--- config.mk ---
export PLATFORM = sky130hd
export DESIGN_NAME = control_unit_flat
export DESIGN_NICKNAME = d
export VERILOG_FILES = /design/src/rtl/control_unit_if.sv /design/src/rtl/control_unit.sv /design/src/flat_wrapper.sv
export SDC_FILE = /design/constraint.sdc
export NUM_CORES = 1
export LEC_CHECK = 0
export CORE_ASPECT_RATIO = 0.75
export CORE_UTILIZATION = 50
export CTS_CLUSTER_DIAMETER = 80
export DETAILED_ROUTE_END_ITERATION = 8
export PLACE_DENSITY = 0.86
export SYNTH_ARGS = -nofsm -noshare
export SYNTH_HDL_FRONTEND = slang
export SYNTH_SLANG_ARGS = --single-unit
--- constraint.sdc ---
create_clock -name CLK -period 3.08 [get_ports CLK]
set_input_delay 0.308 -clock CLK [delete_from_list [all_inputs] [get_ports CLK]]
set_output_delay 0.308 -clock CLK [all_outputs]
set_load 0.01 [all_outputs]
--- src/rtl/control_unit_if.sv ---
// +-----------------------------------------------------------------------+
// | control_unit_if                                                       |
// | Unified memory bus between the control unit (master) and memory.      |
// | Rev 1.0                                                               |
// +-----------------------------------------------------------------------+
`default_nettype none

interface control_unit_if;
  logic mem_req;
  logic mem_we;
  logic addr_sel;
  logic mem_ready;

  modport master (
    output mem_req,
    output mem_we,
    output addr_sel,
    input  mem_ready
  );

  modport slave (
    input  mem_req,
    input  mem_we,
    input  addr_sel,
    output mem_ready
  );
endinterface

`default_nettype wire

--- src/rtl/control_unit.sv ---
// +-----------------------------------------------------------------------+
// | control_unit                                                          |
// | Multicycle RV64I control FSM with memory handshake and bus timeout.   |
// | Optional: UC_ILLEGAL_TRAP_EN traps illegal opcodes instead of NOP.    |
// | Rev 1.0                                                               |
// +-----------------------------------------------------------------------+
`default_nettype none

module control_unit #(
  parameter int TIMEOUT = 255
) (
  input  logic              CLK,
  input  logic              reset,
  input  logic [6:0]        opcode,
  control_unit_if.master    bus,
  output logic              load_ir,
  output logic              load_pc,
  output logic              pc_next_sel,
  output logic              pc_adder_sel,
  output logic              WE_RF,
  output logic [1:0]        RF_din_sel,
  output logic              ULA_din2_sel,
  output logic              illegal,
  output logic              bus_error,
  output logic [2:0]        state
);

  typedef enum logic [2:0] {
    ST_FETCH  = 3'd0,
    ST_DECODE = 3'd1,
    ST_EXEC   = 3'd2,
    ST_MEM    = 3'd3,
    ST_TRAP   = 3'd4
  } state_t;

  typedef enum logic [3:0] {
    CL_ALU     = 4'd0,
    CL_ALUI    = 4'd1,
    CL_LOAD    = 4'd2,
    CL_STORE   = 4'd3,
    CL_BRANCH  = 4'd4,
    CL_JAL     = 4'd5,
    CL_JALR    = 4'd6,
    CL_LUI     = 4'd7,
    CL_AUIPC   = 4'd8,
    CL_ILLEGAL = 4'd9
  } class_t;

  localparam logic [7:0] c_timeout    = TIMEOUT[7:0];
  localparam bit         c_timeout_en = (TIMEOUT != 0);

  state_t     r_state;
  state_t     w_next;
  class_t     r_class;
  class_t     w_dec_class;
  logic [7:0] r_cnt;
  logic       r_bus_error;
  logic       w_waiting;
  logic       w_bus_trap;

  logic       w_mem_req;
  logic       w_mem_we;
  logic       w_addr_sel;

  function automatic class_t decode_class(input logic [6:0] op);
    case (op)
      7'b0110011, 7'b0111011: decode_class = CL_ALU;
      7'b0010011, 7'b0011011: decode_class = CL_ALUI;
      7'b0000011:             decode_class = CL_LOAD;
      7'b0100011:             decode_class = CL_STORE;
      7'b1100011:             decode_class = CL_BRANCH;
      7'b1101111:             decode_class = CL_JAL;
      7'b1100111:             decode_class = CL_JALR;
      7'b0110111:             decode_class = CL_LUI;
      7'b0010111:             decode_class = CL_AUIPC;
      default:                decode_class = CL_ILLEGAL;
    endcase
  endfunction

  assign w_dec_class = decode_class(opcode);

  // A bus access that is still outstanding this cycle; mem_ready outside
  // FETCH/MEM is never looked at.
  assign w_waiting  = ((r_state == ST_FETCH) || (r_state == ST_MEM)) && !bus.mem_ready;
  assign w_bus_trap = c_timeout_en && w_waiting && (r_cnt == c_timeout);

  always_comb begin
    w_next = r_state;
    case (r_state)
      ST_FETCH: begin
        if (bus.mem_ready)   w_next = ST_DECODE;
        else if (w_bus_trap) w_next = ST_TRAP;
      end
      ST_DECODE: begin
        case (w_dec_class)
          CL_LOAD, CL_STORE: w_next = ST_MEM;
          CL_ILLEGAL: begin
`ifdef UC_ILLEGAL_TRAP_EN
            w_next = ST_TRAP;
`else
            w_next = ST_EXEC;
`endif
          end
          default:           w_next = ST_EXEC;
        endcase
      end
      ST_EXEC:  w_next = ST_FETCH;
      ST_MEM: begin
        if (bus.mem_ready)   w_next = ST_FETCH;
        else if (w_bus_trap) w_next = ST_TRAP;
      end
      ST_TRAP:  w_next = ST_TRAP;
      default:  w_next = ST_FETCH;
    endcase
  end

`ifdef UC_ILLEGAL_TRAP_EN
  logic r_illegal;
  logic w_ill_trap;
  assign w_ill_trap = (r_state == ST_DECODE) && (w_dec_class == CL_ILLEGAL);
  assign illegal    = r_illegal;
`else
  assign illegal    = 1'b0;
`endif

  always_ff @(posedge CLK) begin
    if (reset) begin
      r_state     <= ST_FETCH;
      r_class     <= CL_ILLEGAL;
      r_cnt       <= 8'd0;
      r_bus_error <= 1'b0;
`ifdef UC_ILLEGAL_TRAP_EN
      r_illegal   <= 1'b0;
`endif
    end else begin
      r_state <= w_next;
      // Counter restarts on every state entry, counts only unanswered cycles.
      if (w_next != r_state)
        r_cnt <= 8'd0;
      else if (w_waiting)
        r_cnt <= r_cnt + 8'd1;
      if (r_state == ST_DECODE)
        r_class <= w_dec_class;
      if (w_bus_trap)
        r_bus_error <= 1'b1;
`ifdef UC_ILLEGAL_TRAP_EN
      if (w_ill_trap)
        r_illegal <= 1'b1;
`endif
    end
  end

  always_comb begin
    w_mem_req    = 1'b0;
    w_mem_we     = 1'b0;
    w_addr_sel   = 1'b0;
    load_ir      = 1'b0;
    load_pc      = 1'b0;
    pc_next_sel  = 1'b0;
    pc_adder_sel = 1'b0;
    WE_RF        = 1'b0;
    RF_din_sel   = 2'b00;
    ULA_din2_sel = 1'b0;
    case (r_state)
      ST_FETCH: begin
        w_mem_req  = 1'b1;
        w_addr_sel = 1'b1;
        load_ir    = bus.mem_ready;
      end
      ST_EXEC: begin
        load_pc = 1'b1;
        case (r_class)
          CL_ALU: begin
            WE_RF      = 1'b1;
            RF_din_sel = 2'b01;
          end
          CL_ALUI, CL_LUI: begin
            WE_RF        = 1'b1;
            RF_din_sel   = 2'b01;
            ULA_din2_sel = 1'b1;
          end
          CL_AUIPC: begin
            WE_RF      = 1'b1;
            RF_din_sel = 2'b11;
          end
          CL_BRANCH: pc_next_sel = 1'b1;
          CL_JAL: begin
            WE_RF       = 1'b1;
            RF_din_sel  = 2'b10;
            pc_next_sel = 1'b1;
          end
          CL_JALR: begin
            WE_RF        = 1'b1;
            RF_din_sel   = 2'b10;
            pc_next_sel  = 1'b1;
            pc_adder_sel = 1'b1;
          end
          default: ;  // illegal opcode executes as a NOP
        endcase
      end
      ST_MEM: begin
        w_mem_req    = 1'b1;
        ULA_din2_sel = 1'b1;
        w_mem_we     = (r_class == CL_STORE);
        if (bus.mem_ready) begin
          load_pc = 1'b1;
          WE_RF   = (r_class == CL_LOAD);
        end
      end
      default: ;
    endcase
    // Reset must not let a strobe escape, even before the clock edge.
    if (reset) begin
      w_mem_req = 1'b0;
      w_mem_we  = 1'b0;
      load_ir   = 1'b0;
      load_pc   = 1'b0;
      WE_RF     = 1'b0;
    end
  end

  assign bus.mem_req  = w_mem_req;
  assign bus.mem_we   = w_mem_we;
  assign bus.addr_sel = w_addr_sel;
  assign bus_error    = r_bus_error;
  assign state        = r_state;

endmodule

`default_nettype wire

--- src/flat_wrapper.sv ---
// flat-port wrapper written by rule: the top's interface ports become plain ports
module control_unit_flat 
#(
  parameter int TIMEOUT = 255
)
  (CLK, reset, opcode, load_ir, load_pc, pc_next_sel, pc_adder_sel, WE_RF, RF_din_sel, ULA_din2_sel, illegal, bus_error, state, bus_mem_req, bus_mem_we, bus_addr_sel, bus_mem_ready);
  control_unit_if bus_i ();
  input  logic CLK;
  input  logic reset;
  input  logic [6:0] opcode;
  output logic load_ir;
  output logic load_pc;
  output logic pc_next_sel;
  output logic pc_adder_sel;
  output logic WE_RF;
  output logic [1:0] RF_din_sel;
  output logic ULA_din2_sel;
  output logic illegal;
  output logic bus_error;
  output logic [2:0] state;
  output wire logic [$bits(bus_i.mem_req)-1:0] bus_mem_req;
  output wire logic [$bits(bus_i.mem_we)-1:0] bus_mem_we;
  output wire logic [$bits(bus_i.addr_sel)-1:0] bus_addr_sel;
  input wire logic [$bits(bus_i.mem_ready)-1:0] bus_mem_ready;
  assign bus_mem_req = bus_i.mem_req;
  assign bus_mem_we = bus_i.mem_we;
  assign bus_addr_sel = bus_i.addr_sel;
  assign bus_i.mem_ready = bus_mem_ready;
  control_unit #(.TIMEOUT(TIMEOUT)) u_core (.CLK(CLK), .reset(reset), .opcode(opcode), .bus(bus_i), .load_ir(load_ir), .load_pc(load_pc), .pc_next_sel(pc_next_sel), .pc_adder_sel(pc_adder_sel), .WE_RF(WE_RF), .RF_din_sel(RF_din_sel), .ULA_din2_sel(ULA_din2_sel), .illegal(illegal), .bus_error(bus_error), .state(state));
endmodule
==> impl_metrics.env, run 1 <==
export IMPL_status="finished clean"
export IMPL_worstPathArrival_ns=2.35
export IMPL_max_freq_mhz=377
export IMPL_tightest_slew_ns=0.643
export IMPL_synth_common_cells="18 x nor2_1, 16 x dfxtp_1, 13 x nand2_1"
export IMPL_top_usage_layer="met2"
export IMPL_cts_buffer_depth=2
export IMPL_hold_violations=0
export IMPL_grt_overflow=0
export IMPL_crit_fanout=11
export IMPL_grt_setup_unrepaired="no"
export IMPL_met1_usage_pct=34.4
export IMPL_clk_latency_ns=0.30
export IMPL_route_vias_total=1125
export IMPL_yosysWarnings=0
export IMPL_route_detailed_drc=0
export IMPL_first_pass_iters=4
export IMPL_swShare_pct=29.2
export IMPL_syn_instance_count=151
export IMPL_ant_nets=0
export IMPL_coreArea_mm2=0.00205
export IMPL_die_x_um=56.6
export IMPL_holdBufCountCts=0
export IMPL_cts_tree="yes"
export IMPL_syn_area_per_cell_um2=7.42
export IMPL_setup_violations=0
export IMPL_p_leak_nw=0.447
export IMPL_synth_compound_area_share_pct=17.1
export IMPL_fin_worst_skew_ns=0.0102
export IMPL_synth_top_family_by_area="simple AND/OR/NAND/NOR gates"
export IMPL_htree_levels=1
export IMPL_cts_sinks=16
export IMPL_cts_resized_gates=0
export IMPL_dp_hpwl_um=2000
export IMPL_die_area_mm2=0.00243
export IMPL_synth_simple_gate_area_share_pct=32.4
export IMPL_met2_usage_pct=36.7
export IMPL_n_antenna_cell=0
export IMPL_finalWirelength_um=2610
export IMPL_switching_power_w=0.000122
export IMPL_async_flop_share_pct=0
export IMPL_fin_crit_sh_pct=86.2
export IMPL_synth_ff_type="dfxtp_1"
export IMPL_clk_pin_slew_ns=0.08
export IMPL_yosysTopAreaCell="dfxtp_1"
export IMPL_maxSlewHeadroom_pct=57.1
export IMPL_ys_ff_latch=16
export IMPL_place_ws_ns=0.693
export IMPL_finish_net_count=178
export IMPL_yosysMostFrequentCell="nor2_1"
export IMPL_cap_violations=0
export IMPL_wl_per_cell_um=13.8
export IMPL_grt_pass1_wl_um=4710
export IMPL_use_met3_pct=8.23
export IMPL_grt_max_degree=18
export IMPL_setup_ws_ns=0.426
export IMPL_grt_use_total_pct=25.2
export IMPL_start_kind="flip-flop"
export IMPL_clockRootBuffer="clkbuf_4"
export IMPL_n_fill_cell=169
export IMPL_drive_above_1_share_pct=4.85
export IMPL_synth_top_area_share_pct=28.6
export IMPL_critPathRequiredTime_ns=2.77
export IMPL_crit_path_end_kind="output port"
export IMPL_area_delta_synth_final_pct=19.8
export IMPL_synth_nets=162
export IMPL_setup_tns_ns=0
export IMPL_synth_edf_count=0
export IMPL_num_rows=14
export IMPL_ys_types=43
export IMPL_synthXorXnorAreaFrac_pct=11.1
export IMPL_synth_area_top_cells="dfxtp_1 29%, nor2_1 6.0%, a21oi_1 5.4%"
export IMPL_port_buffers=24
export IMPL_cts_buffers=3
export IMPL_slew_viol_final=0
export IMPL_power_density_mw_per_mm2=313
export IMPL_p_int_w=0.000297
export IMPL_synth_seq_area_share_pct=28.6
export IMPL_syn_area_mm2=0.00112
export IMPL_gp_congestion=0.809
export IMPL_die_h_um=43.0
export IMPL_synth_adder_area_share_pct=1.12
export IMPL_p_clk_share_pct=27.3
export IMPL_hold_class="reg -> reg"
export IMPL_irDropWorstVdd_uv=293
export IMPL_start_util_pct=54.6
export IMPL_drt_iter0_markers=50
export IMPL_power_frac_seq_pct=52.5
export IMPL_avgViaCountPerCell=5.95
export IMPL_boundaryPins=26
export IMPL_post_cts_setup_buffers=0
export IMPL_post_route_min_period_ns=2.65
export IMPL_grt_pass1_vias=1050
export IMPL_combinationalPowerShare_pct=20.3
export IMPL_synthMuxAreaShare_pct=0
export IMPL_antenna_found_initial=0
export IMPL_worstSetupPathType="reg -> out"
-- kinds of logic (layout without fill, tap and decap cells) --
kind of cell,Yosys count,count (layout)
and+or+nand+nor,70,70
AOI/OAI and AO/OA,29,29
buffers and inverters,22,36
DFF,16,16
xor gates and xnor gates,12,12
adders and majority gates,1,1
other,1,1
-- final timing paths --
kind / startpoint / end / slack [ns] / cells after the start
setup reg to reg: u_core.state[0]$_SDFF_PP0_ / u_core.r_class[2]$_SDFFE_PP0N_ / 1.13 / 3
hold reg to reg: u_core.bus_error$_SDFFE_PP0P_ / u_core.bus_error$_SDFFE_PP0P_ / 0.46 / 2
hold / removal: u_core.bus_error$_SDFFE_PP0P_ / u_core.bus_error$_SDFFE_PP0P_ / 0.46 / 2
setup / recovery: u_core.state[1]$_SDFF_PP0_ / pc_next_sel / 0.43 / 4
-- state kept, by name (all words and copies together) (netlist names) --
signal / flops
u_core.r_class: 4
u_core.bus_error: 1
u_core.state: 3
u_core.r_cnt: 8
-- cell usage in the layout, fill, tap and decap left out, types with 3 or more instances in the layout --
master            n
xnor2_1           5
clkbuf_4          3
nor3_1            8
xor2_1            6
dfxtp_1          16
a21oi_1          12
nand3_1           7
inv_1             9
nand2b_1          4
nand4_1           3
nor4_1            4
clkdlybuf4s50_1  24
nor2_1           18
nand2_1          13
-- layout make-up --
| type | instances | area, µm² | share of cell area [%] |
|---|---|---|---|
| Clock buffer | 3 | 22.5 | 1.68 |
| Inverter | 9 | 33.8 | 2.52 |
| Multi-Input combinational cell | 113 | 694 | 51.8 |
| Sequential cell | 16 | 320 | 23.9 |
| Tap cell | 24 | 30.0 | 2.24 |
| Timing Repair Buffer | 24 | 240 | 17.9 |
-- critical path: stages, from the launching register on --
cell and delay [ns]:
dfxtp_1 0.63, inv_1 0.16, or3_1 0.43, nor4b_1 0.25, clkdlybuf4s50_1 0.58
-- metal layers --
metal | vias up | routed length, µm | part of all wire [%]
met5 | - | 0 | 0
met4 | 0 | 32 | 1.2
met3 | 4 | 227 | 8.7
met2 | 45 | 1160 | 44
met1 | 514 | 1190 | 45
li1 | 562 | - | -
-- metrics by stage --
stage               cell area (µm²)  std cells  power (W)  util, %  hold WS, ns
floorplan                      1120        151   0.000280        -        0.454
global placement               1320        186   0.000306     64.3        0.441
detailed placement             1320        186   0.000309     64.3        0.445
CTS                            1340        189   0.000420     65.4        0.460
global route                   1340        189   0.000439     65.4        0.472
finish                         1340        189   0.000419     65.4        0.457
-- power by group through the flow --
stage,clock network [W],logic (W),registers (W)
final,0.000114,0.0000850,0.000220
after global routing,0.000124,0.0000940,0.000222
after CTS,0.000115,0.0000846,0.000220
after detailed placement,0,0.0000841,0.000225
after global placement,0,0.0000817,0.000224
after floorplan,0,0.0000625,0.000218
(Power assumes the default switching activity.)
==> run 2: changes to the inputs <==
Settings changed: GPL_TIMING_DRIVEN set to 0.
==> impl_metrics.env, run 2 (synthesized netlist as in run 1, its figures left out) <==
export IMPL_grt_max_degree=11
export IMPL_crit_fanout=10
export IMPL_start_util_pct=54.6
export IMPL_layout_common_cells="20 x clkdlybuf4s50_1, 18 x nor2_1, 16 x dfxtp_1, 13 x nand2_1, 12 x a21oi_1"
export IMPL_grt_setup_unrepaired="no"
export IMPL_clk_pin_slew_ns=0.09
export IMPL_place_inst=195
export IMPL_grt_pass1_wl_um=4550
export IMPL_crit_path_end_kind="output port"
export IMPL_startpoint="u_core.state[2]$_SDFF_PP0_"
export IMPL_post_cts_setup_buffers=0
export IMPL_setup_ws_ns=0.595
export IMPL_cts_tree="yes"
export IMPL_avgViaCountPerCell=5.92
export IMPL_hold_violations=0
export IMPL_cts_buffer_depth=2
export IMPL_power_w=0.000419
export IMPL_cts_sinks=16
export IMPL_coreArea_mm2=0.00205
export IMPL_htree_levels=1
export IMPL_wl_per_cell_um=13.9
export IMPL_r2r_start="u_core.state[0]$_SDFF_PP0_"
export IMPL_fin_cells=198
export IMPL_clk_latency_ns=0.29
export IMPL_setup_tns_ns=0
export IMPL_grt_pass1_vias=1042
export IMPL_cts_resized_gates=0
export IMPL_top_register="u_core.r_cnt"
export IMPL_swShare_pct=28.6
export IMPL_largest_reg_flops=8
export IMPL_p_leak_nw=0.469
export IMPL_reg2reg_depth=6
export IMPL_post_route_min_period_ns=2.49
export IMPL_route_detailed_drc=0
export IMPL_clockRootBuffer="clkbuf_4"
export IMPL_switching_power_w=0.000120
export IMPL_critPathRequiredTime_ns=2.77
export IMPL_worstSetupPathType="reg -> out"
export IMPL_die_area_mm2=0.00243
export IMPL_first_pass_iters=4
export IMPL_grt_overflow=0
export IMPL_fin_crit_sh_pct=80.7
export IMPL_status="finished clean"
export IMPL_finalWirelength_um=2750
export IMPL_setup_violations=0
export IMPL_grt_use_total_pct=24.2
export IMPL_place_ws_ns=0.951
export IMPL_finish_net_count=187
export IMPL_max_freq_mhz=402
export IMPL_die_x_um=56.6
export IMPL_hold_class="in -> reg"
export IMPL_slew_viol_final=0
export IMPL_drt_iter0_markers=59
export IMPL_n_antenna_cell=0
export IMPL_gp_congestion=0.827
export IMPL_route_vias_total=1173
export IMPL_area_delta_synth_final_pct=22.6
export IMPL_antenna_found_initial=0
export IMPL_boundaryPins=26
export IMPL_p_clk_share_pct=25.9
export IMPL_irDropWorstVdd_uv=292
export IMPL_holdBufCountCts=0
export IMPL_ant_nets=0
export IMPL_hp_start="opcode[6]"
export IMPL_dp_hpwl_um=2080
export IMPL_worstPathArrival_ns=2.18
export IMPL_cts_buffers=3
export IMPL_num_rows=14
export IMPL_start_kind="flip-flop"
export IMPL_final_cell_area_mm2=0.00137
export IMPL_endpoint="pc_next_sel"
export IMPL_r2r_slack_ns=1.38
export IMPL_power_density_mw_per_mm2=305
export IMPL_fin_worst_skew_ns=0.0103
export IMPL_port_buffers=20
export IMPL_power_frac_seq_pct=50.7
export IMPL_layout_cells_most_common="clkdlybuf4s50_1"
export IMPL_cap_violations=0
export IMPL_dpl_cell_area_mm2=0.00135
export IMPL_p_int_w=0.000299
export IMPL_rr_endpoint="u_core.state[0]$_SDFF_PP0_"
export IMPL_combinationalPowerShare_pct=23.4
export IMPL_drive_above_1_share_pct=8.05
export IMPL_die_h_um=43.0
[run 2: power by group through the flow]
stage                     clock network, W   logic, W  registers [W]
after floorplan                          0  0.0000625       0.000218
after global placement                   0  0.0000929       0.000217
after detailed placement                 0  0.0000957       0.000217
after CTS                         0.000110  0.0000965       0.000212
after global routing              0.000118   0.000106       0.000213
final                             0.000109  0.0000982       0.000212
[run 2: final cells by class]
type / instances / area, µm²
tap: 24 / 30.0
timing repair buffer: 20 / 200
clock buffer: 3 / 22.5
buffer: 13 / 71.3
multi-input combinational: 113 / 694
sequential: 16 / 320
fill: 180 / 677
inverter: 9 / 33.8
[run 2: per-layer routing]
metal / track usage, % / up-vias / part of all wire [%]
li1: - / 584 / -
met1: 33.5 / 531 / 46
met2: 39.3 / 56 / 44
met3: 4.88 / 2 / 8.8
met4: 4.88 / 0 / 0.40
met5: 0 / - / 0
[run 2: worst min-delay path by stage]
stage / slack, ns / to / cells after the start
after floorplan: 0.45 / u_core.r_cnt[1]$_SDFFE_PP0P_ / 2
after global placement: 0.43 / u_core.bus_error$_SDFFE_PP0P_ / 2
after detailed placement: 0.45 / u_core.bus_error$_SDFFE_PP0P_ / 2
after CTS: 0.42 / u_core.r_class[2]$_SDFFE_PP0N_ / 2
after global routing: 0.44 / u_core.r_class[3]$_SDFFE_PP1N_ / 3
final: 0.43 / u_core.r_class[3]$_SDFFE_PP1N_ / 3
[run 2: critical path: stages, from the launching register on]
cell	delay [ns]
dfxtp_1	0.35
clkbuf_1	0.22
or3_1	0.48
nor4b_1	0.26
clkdlybuf4s50_1	0.58
[run 2: metrics by stage]
stage          hold WS [ns]  utilization, %
6_report              0.434            67.0
5_1_grt               0.440            67.0
4_1_cts               0.424            67.0
3_5_place_dp          0.454            65.9
3_3_place_gp          0.434            65.9
2_1_floorplan         0.454               -
==> run 3: changes to the inputs <==
Settings changed: CORE_UTILIZATION 50 to 49, PLACE_DENSITY 0.86 to 0.85.
Clock period 3.08 ns to 2.5 ns, I/O delays scaled along.
==> impl_metrics.env, run 3 (synthesized netlist as in run 1, its figures left out) <==
export IMPL_status="finished, violations left"
export IMPL_violations="DRC"
export IMPL_dp_hpwl_um=2070
export IMPL_grt_overflow=0
export IMPL_cts_resized_gates=0
export IMPL_post_route_min_period_ns=2.35
export IMPL_cp_slowest_cell="clkdlybuf4s50_1"
export IMPL_clk_latency_ns=0.28
export IMPL_drt_iter0_markers=94
export IMPL_area_delta_synth_final_pct=22.8
export IMPL_worstSetupPathType="reg -> out"
export IMPL_antenna_found_initial=0
export IMPL_fin_worst_skew_ns=0.00987
export IMPL_cts_buffer_depth=2
export IMPL_drive_above_1_share_pct=8.67
export IMPL_whs_ns=0.374
export IMPL_utilization_pct=66.0
export IMPL_irDropWorstVdd_uv=405
export IMPL_critPathRequiredTime_ns=2.25
export IMPL_avgViaCountPerCell=5.86
export IMPL_crit_family="buffers and inverters"
export IMPL_layout_cells_most_common="clkdlybuf4s50_1"
export IMPL_die_x_um=57.2
export IMPL_cap_violations=0
export IMPL_crit_fanout=10
export IMPL_crit_path_end_kind="output port"
export IMPL_fin_crit_sh_pct=94.2
export IMPL_hp_start="reset"
export IMPL_hold_class="in -> reg"
export IMPL_clockRootBuffer="clkbuf_4"
export IMPL_grt_use_total_pct=23.6
export IMPL_top_register="u_core.r_cnt"
export IMPL_cts_buffers=3
export IMPL_ant_nets=0
export IMPL_dpl_cell_area_mm2=0.00135
export IMPL_worstPathArrival_ns=2.10
export IMPL_max_freq_mhz=425
export IMPL_start_util_pct=53.7
export IMPL_finalWirelength_um=2730
export IMPL_first_pass_iters=6
export IMPL_rr_endpoint="u_core.state[0]$_SDFF_PP0_"
export IMPL_r2r_slack_ns=0.76
export IMPL_path_cells="buf_6 > inv_1 > or3_1 > nor4b_2 > clkdlybuf4s50_1"
export IMPL_largest_reg_flops=8
export IMPL_setup_tns_ns=0
export IMPL_startpoint="u_core.state[1]$_SDFF_PP0_"
export IMPL_p_leak_nw=0.469
export IMPL_hold_violations=0
export IMPL_grt_pass1_wl_um=4600
export IMPL_port_buffers=20
export IMPL_final_cell_area_mm2=0.00138
export IMPL_reg2reg_depth=6
export IMPL_holdPathEnd="u_core.r_class[2]$_SDFFE_PP0N_"
export IMPL_clk_pin_slew_ns=0.08
export IMPL_grt_pass1_vias=1047
export IMPL_die_area_mm2=0.00248
export IMPL_holdBufCountCts=0
export IMPL_grt_setup_unrepaired="no"
export IMPL_place_ws_ns=0.423
export IMPL_setup_ws_ns=0.146
export IMPL_slowest_delay_ns=0.57
export IMPL_start_kind="flip-flop"
export IMPL_die_h_um=43.4
export IMPL_num_rows=14
export IMPL_r2r_start="u_core.state[0]$_SDFF_PP0_"
export IMPL_wl_per_cell_um=13.8
export IMPL_post_cts_setup_buffers=0
export IMPL_crit_cells=5
export IMPL_path_buf_inv=3
export IMPL_hold_path_depth=2
export IMPL_power_density_mw_per_mm2=374
export IMPL_route_detailed_drc=2
export IMPL_slew_viol_final=0
export IMPL_coreArea_mm2=0.00208
export IMPL_htree_levels=1
export IMPL_cts_tree="yes"
export IMPL_setup_violations=0
export IMPL_boundaryPins=26
export IMPL_gp_congestion=0.833
export IMPL_layout_common_cells="20 x clkdlybuf4s50_1, 18 x nor2_1, 16 x dfxtp_1, 13 x nand2_1, 12 x a21oi_1"
export IMPL_route_vias_total=1154
export IMPL_finish_net_count=186
export IMPL_n_antenna_cell=0
export IMPL_grt_max_degree=11
export IMPL_cts_sinks=16
-- run 3: cell count changes in the layout (fill, tap and decap cells not counted), sizes merged --
| cell | change |
|---|---|
| clkbuf | -1 |
-- run 3: per-layer routing --
| layer | part of all wire, % | up-vias | track usage (%) |
|---|---|---|---|
| met5 | 0 | - | 0 |
| met2 | 43 | 66 | 38.8 |
| met4 | 0.92 | 0 | 4.88 |
| met3 | 9.3 | 4 | 4.18 |
| li1 | - | 575 | - |
| met1 | 46 | 509 | 32.8 |
-- run 3: per-stage QoR --
step                power (W)  cells
finish               0.000514    197
global route         0.000540    197
CTS                  0.000515    198
detailed placement   0.000386    195
global placement     0.000382    195
floorplan            0.000345    151
-- run 3: how the worst max path moves through the flow --
stage | to | slack, ns
2_1_floorplan | pc_next_sel | 0.81
3_3_place_gp | pc_next_sel | 0.44
3_5_place_dp | pc_next_sel | 0.42
4_1_cts | pc_next_sel | 0.1
5_1_grt | pc_adder_sel | 0.03
6_report | pc_next_sel | 0.15
-- run 3: cell type report --
class	instances	area, µm²
repair buffers	20	200
plain buffers	12	67.6
well taps	24	30.0
fillers	184	709
inverters	9	33.8
clock buffers	3	22.5
multi-input cells	113	701
flip-flops and latches	16	320
-- run 3: power by group --
| group | switching (W) | internal (W) |
|---|---|---|
| sequential | 0.00000335 | 0.000259 |
| clock | 0.0000751 | 0.0000559 |
| combinational | 0.0000667 | 0.0000540 |
| total | 0.000145 | 0.000369 |
